File: config.mk
export PLATFORM = sky130hd
export DESIGN_NAME = mem_port_arbiter
export DESIGN_NICKNAME = d
export VERILOG_FILES = /design/src/rtl/mem_port_arbiter.sv
export SDC_FILE = /design/constraint.sdc
export NUM_CORES = 1
export LEC_CHECK = 0
export CORE_ASPECT_RATIO = 1.25
export CORE_MARGIN = 5
export CORE_UTILIZATION = 30
export DETAILED_ROUTE_END_ITERATION = 8
export GPL_TIMING_DRIVEN = 1
export PLACE_DENSITY = 0.68
export SYNTH_ARGS = -nofsm -noshare
export SYNTH_HDL_FRONTEND = slang
export SYNTH_SLANG_ARGS = --single-unit
File: constraint.sdc
create_clock -name clk -period 2 [get_ports clk]
set_clock_uncertainty 0.1 [all_clocks]
set_input_delay 0.4 -clock clk [delete_from_list [all_inputs] [get_ports clk]]
set_output_delay 0.4 -clock clk [all_outputs]
set_load 0.005 [all_outputs]
File: src/rtl/mem_port_arbiter.sv
// Round-robin arbiter and sequencer for the shared instruction/data memory port.
// One access is outstanding at a time; every output is registered.
//
// state    | meaning
// ---------+---------------------------------------------------------------
// S_IDLE   | no access in flight; requests are evaluated, done may pulse
// S_ACCESS | bus driven from latched request for LAT+1 cycles
module mem_port_arbiter #(
    parameter int AW  = 32,
    parameter int DW  = 32,
    parameter int LAT = 0
) (
    input  logic          clk,
    input  logic          reset,
    input  logic          req0,
    input  logic          we0,
    input  logic [AW-1:0] adr0,
    input  logic [DW-1:0] wd0,
    output logic          gnt0,
    output logic          done0,
    output logic [DW-1:0] rdata0,
    input  logic          req1,
    input  logic          we1,
    input  logic [AW-1:0] adr1,
    input  logic [DW-1:0] wd1,
    output logic          gnt1,
    output logic          done1,
    output logic [DW-1:0] rdata1,
    output logic [AW-1:0] mem_adr,
    output logic [DW-1:0] mem_wd,
    output logic          mem_we,
    input  logic [DW-1:0] mem_rd,
    output logic          busy
);

    typedef enum logic {S_IDLE, S_ACCESS} state_t;

    localparam logic [2:0] LAT_C = 3'(LAT);

    state_t     r_state;
    state_t     w_state_nxt;
    logic       r_ptr;
    logic       r_sel;
    logic       r_we;
    logic [2:0] r_cnt;

    logic w_any_req;
    logic w_win;
    logic w_last;
    logic w_load;
    logic w_capture;
    logic w_gnt0_nxt;
    logic w_gnt1_nxt;
    logic w_done0_nxt;
    logic w_done1_nxt;
    logic w_mem_we_nxt;
    logic w_busy_nxt;

    // A lone requester wins outright; the pointer only breaks ties.
    assign w_any_req = req0 | req1;
    assign w_win     = (req0 && req1) ? r_ptr : req1;
    assign w_last    = (r_cnt == LAT_C);
    assign w_load    = (r_state == S_IDLE) && w_any_req;
    assign w_capture = (r_state == S_ACCESS) && w_last;

    always_ff @(posedge clk) begin
        if (reset) begin
            r_state <= S_IDLE;
        end else begin
            r_state <= w_state_nxt;
        end
    end

    always_comb begin
        w_state_nxt = r_state;
        case (r_state)
            S_IDLE:   if (w_any_req) w_state_nxt = S_ACCESS;
            S_ACCESS: if (w_last)    w_state_nxt = S_IDLE;
            default:                 w_state_nxt = S_IDLE;
        endcase
    end

    always_comb begin
        w_gnt0_nxt   = 1'b0;
        w_gnt1_nxt   = 1'b0;
        w_done0_nxt  = 1'b0;
        w_done1_nxt  = 1'b0;
        w_mem_we_nxt = 1'b0;
        w_busy_nxt   = (w_state_nxt == S_ACCESS);
        if (w_load) begin
            w_gnt0_nxt   = !w_win;
            w_gnt1_nxt   = w_win;
            w_mem_we_nxt = w_win ? we1 : we0;
        end
        if (w_capture) begin
            w_done0_nxt = !r_sel;
            w_done1_nxt = r_sel;
        end
    end

    always_ff @(posedge clk) begin
        if (reset) begin
            gnt0    <= 1'b0;
            gnt1    <= 1'b0;
            done0   <= 1'b0;
            done1   <= 1'b0;
            mem_we  <= 1'b0;
            busy    <= 1'b0;
            mem_adr <= '0;
            mem_wd  <= '0;
            rdata0  <= '0;
            rdata1  <= '0;
            r_ptr   <= 1'b0;
            r_sel   <= 1'b0;
            r_we    <= 1'b0;
            r_cnt   <= 3'd0;
        end else begin
            gnt0   <= w_gnt0_nxt;
            gnt1   <= w_gnt1_nxt;
            done0  <= w_done0_nxt;
            done1  <= w_done1_nxt;
            mem_we <= w_mem_we_nxt;
            busy   <= w_busy_nxt;
            // mem_adr/mem_wd double as the request latch and hold while idle.
            if (w_load) begin
                r_sel   <= w_win;
                r_we    <= w_win ? we1 : we0;
                mem_adr <= w_win ? adr1 : adr0;
                mem_wd  <= w_win ? wd1 : wd0;
                r_ptr   <= !w_win;
                r_cnt   <= 3'd0;
            end else if (r_state == S_ACCESS) begin
                r_cnt <= r_cnt + 3'd1;
            end
            if (w_capture && !r_we) begin
                if (r_sel) begin
                    rdata1 <= mem_rd;
                end else begin
                    rdata0 <= mem_rd;
                end
            end
        end
    end

endmodule

# After elaboration in Yosys (flattened, before gate mapping)
# Cells that the tools add are included.
# Widths: inputs -> output; s select.
# word_totals
register_bits	140
word_cells	40
# op_classes
n_addsub	1
mux	7
bitwise	5
n_reduce_logical	13
# ops
cell	n
$mux 32	2
$reduce_or 2->1	3
$logic_and 1x1->1	4
$mux 1	4
$not 1->1	4
$reduce_and 2->1	2
$add 3x1->3 const B	1
$logic_not 1->1	3
$logic_not 3->1	1
$pmux 1 s2	1
$or 1x1->1	1

# Depth between registers and ports, before layout
# depth
depth_word	4
mapped_depth	7
mapped_depth_nobuf	5

# Worst setup path before layout
# OpenSTA, ideal clock, no wires.
# synth_timing
path_type	input port to flip-flop
start	input port reset
end	register mem_adr[10]
setup_time_ps	122
arrival_ps	1405
t_required_ps	1778
setup_slack_ps	374
cell_stages	7
n_path_buf	4
path_cell_list	buf_2 > nor2_2 > and3_4 > buf_6 > buf_6 > buf_6 > a221o_1
# synth_lines
item	line_no	rtl
from (decl)	14	input logic reset,
to (signal assigned)	128	mem_adr <= w_win ? adr1 : adr0;
to (decl)	29	output logic [AW-1:0] mem_adr,

# Final worst setup path
# layout_timing
start	register busy
end	output port busy
# layout_lines
item	line_no	rtl
from (decl)	33	output logic busy
from (signal assigned)	123	busy <= w_busy_nxt;
# No word-level cell between the ends.

==> impl_results.md <==
* # H-tree levels at 4
* CTS Root Cell: clkbuf_16
* Worst R2R Path Depth at 6
* Clock slew at reported path FFs at around 0.060 ns
* Final setup viols at 0
* Avg Cell Area, Syn at approximately 11 sq um
* First-pass GRT wire length at 28700 microns
* RSZ-0062 raised after global routing: false
* Status: finished clean
* Worst-path cell chain: clkdlybuf4s50_1
* Mux cell area share after synthesis at around 11%
* Synthesized cell area at between 5000 and 6000 sq um
* TritonCTS clock tree: yes
* Worst setup SP type: flip-flop
* Rel. slew slack at roughly two thirds
* ANT cells at 0
* Max incr delay on CP at between 0.5 and 0.6 ns
* Yosys cell types at 27
* Comb power frac at 18.0%
* Leakage at around 3.5 nW
* Antenna violations before repair at 2
* Clock power share at around two fifths
* CTS buffer count at 17
* Largest net degree at the start of global routing at 74
* Setup crit end kind: output port
* Tcrit/Tclk final at between 90 and 100%
* Crit path arrival time at 1.38 ns
* Final #Nets at around 960
* Setup Fix Bufs, Post-CTS at 0
* Slew @ Worst Pin at ~0.51 ns
* Final wirelength at ~19000 microns
* Simple-gate area share of the yosys netlist at between 20% and 30%
* Final hold violation count at 0
* Sw Share at 24.0%
* PD cells at 815 nW/um^2
* Max Slew Vio Count at 0
* Vias in the first global route at just over 5k
* Min Tclk post-route at 1.88 ns
* CP Max Fanout at 8
* CP Buf/Inv Count at 1
* GRT overflow at 0
* Top-level port count at 300
* Sequential share of power at roughly 40%
* CP required at around 1.5 ns
* Total Power at just under 0.008 W
* Die W at 133 microns
* Initial core utilization at a little under a third
* Instance count of the mapped netlist at 510
* Antenna Nets Post-Route at 0
* Via-per-instance ratio at 4.80
* Switching power at around 0.0019 W
* WL per Instance at ~19 microns
* Worst skew pair latency at 0.41 ns
* Net Count, Synth at 678
* Port buffer count at between 200 and 300
* Total track usage at about 17%
* Yosys reg bits at 140
* Initial DRC count at 200
* Main combinational cell family by area after synthesis: simple AND/OR/NAND/NOR gates
* Max Freq at roughly 530 MHz
* DP Wirelength at approximately 14000 microns
* CP Class: reg -> out
* Via count at around 5.0k
* Clock sink total at 140
* Synth Area in XOR/XNOR at less than 1%
* Adder-cell area share of the yosys netlist at less than 1%
* Final TNS setup at 0 ns
* Compound-Gate Fraction of Synth Area at ~12%
* Fraction of layout cells with a size suffix above 1 at ~6.6%
* # rows at 56
* CP max-delay cell: clkdlybuf4s50_1
* WHS Path Cells at 2
* Critical path depth at 1
* Synth warnings at 0
* Die height at 164 microns
* Die ar. at between 20000 and 25000 sq um
* Core area at 18700 sq um
* TritonRoute pass-1 iters at 6
* Syn-to-layout area delta at 66.2%
* Int Pwr at a little under 0.006 W
* Crit path max-delay family: buffers and inverters
* DRC at 0
* Max-cap violations at 0
* Hold Path Class: reg -> reg
* CTS max path bufs at 2
* Peak VDD IR at about 0.00054 V
* Placer Congestion at between 0.7 and 0.8
* Post-synthesis sequential area ratio at 49.2%
-- stage by stage --
step | instance area, sq um | hold WS [ns] | setup slack, ns | std cells | utilization (%)
4_1_cts | 9470 | 0.361 | 0.0620 | 1034 | 50.6
5_1_grt | 9470 | 0.394 | 0.0601 | 1034 | 50.6
3_3_place_gp | 8870 | 0.358 | 0.0480 | 1003 | 47.4
6_report | 9470 | 0.371 | 0.121 | 1034 | 50.6
3_5_place_dp | 8870 | 0.362 | 0.0138 | 1003 | 47.4
2_1_floorplan | 5700 | 0.340 | 0.374 | 510 | -
-- timing repair --
action / 4_1_cts / 5_1_grt
hold buffers: 0 / 0
setup endpoints to repair: 1 / 0
gates resized for setup: 2 / 0
endpoints found under the hold margin: 0 / 0
-- layer usage --
metal  track usage, %  up-vias  share of wire (%)  wire length, microns
li1                 -     2410                  -                     -
met1             19.8     2285                 42                  8060
met2             27.6      240                 46                  8780
met3             8.55       21                 11                  2050
met4             4.72        4                1.5                   294
met5                0        -              0.073                    14
-- logic make-up (layout without fill, tap and decap cells) --
logic type      Yosys count  after routing
fa+ha+maj                 2              2
simple gates            177            177
compound gates           70             70
xor+xnor                  2              2
buf+inv                  54            346
mux                      65             65
flops                   140            140
-- Yosys cell counts, drive strengths merged --
cell	count	share of area, %
nor3	4	0.35
dfxtp	140	49
a21o	2	0.26
buf	33	4.2
or3	1	0.11
inv	2	0.13
and3	2	0.31
nand2b	97	11
xor2	1	0.15
nor2	3	0.24
ha	2	0.44
o21ba	1	0.18
a22o	1	0.15
xnor2	1	0.15
nand2	2	0.13
nand3b	1	0.35
mux2i	65	11
clkbuf	19	1.3
nor3b	67	8.8
o31ai	1	0.13
a221o	65	11
-- power by group through the flow --
stage / sequential [W] / combinational (W) / clock [W]
after floorplan: 0.00317 / 0.000525 / 0
after global placement: 0.00316 / 0.00140 / 0
after detailed placement: 0.00316 / 0.00140 / 0
after CTS: 0.00311 / 0.00141 / 0.00334
after global routing: 0.00313 / 0.00148 / 0.00345
final: 0.00311 / 0.00139 / 0.00323
-- flip-flops by register name, summed over array words and instances, names as in the netlist, 3 cells and up --
register	cells
mem_adr	32
rdata1	32
rdata0	32
r_cnt	3
mem_wd	32
-- final cells by class --
cell class                      instances  area, sq um
Timing Repair Buffer                  313         3180
Tap cell                              232          290
Fill cell                            1682         9240
Sequential cell                       140         2810
Inverter                                2         7.51
Clock inverter                         13          169
Multi-Input combinational cell        316         2590
Clock buffer                           18          429
-- layout by cell type, fill, tap and decap left out, types with 2 or more instances in the layout --
| cell | netlist | routed |
|---|---|---|
| nand2b_1 | 97 | 97 |
| clkinv_4 | 0 | 3 |
| nor3_1 | 4 | 4 |
| clkbuf_16 | 0 | 17 |
| inv_6 | 0 | 2 |
| a21o_1 | 2 | 2 |
| ha_1 | 2 | 2 |
| dfxtp_1 | 140 | 139 |
| inv_1 | 2 | 2 |
| mux2i_1 | 65 | 65 |
| bufinv_16 | 0 | 3 |
| clkinvlp_4 | 0 | 4 |
| clkdlybuf4s50_1 | 0 | 298 |
| buf_12 | 0 | 7 |
| nor3b_1 | 67 | 66 |
| nand2_1 | 2 | 2 |
| nor2_1 | 2 | 2 |
| buf_4 | 3 | 8 |
| a221o_1 | 65 | 65 |
-- final timing paths --
kind | start | endpoint | slack [ns]
max | busy | busy | 0.12
min | rdata1[16] | rdata1[16] | 0.37
max reg2reg | r_cnt[0] | rdata0[7] | 0.24
min reg2reg | rdata1[16] | rdata1[16] | 0.37
(Power assumes the default switching activity.)
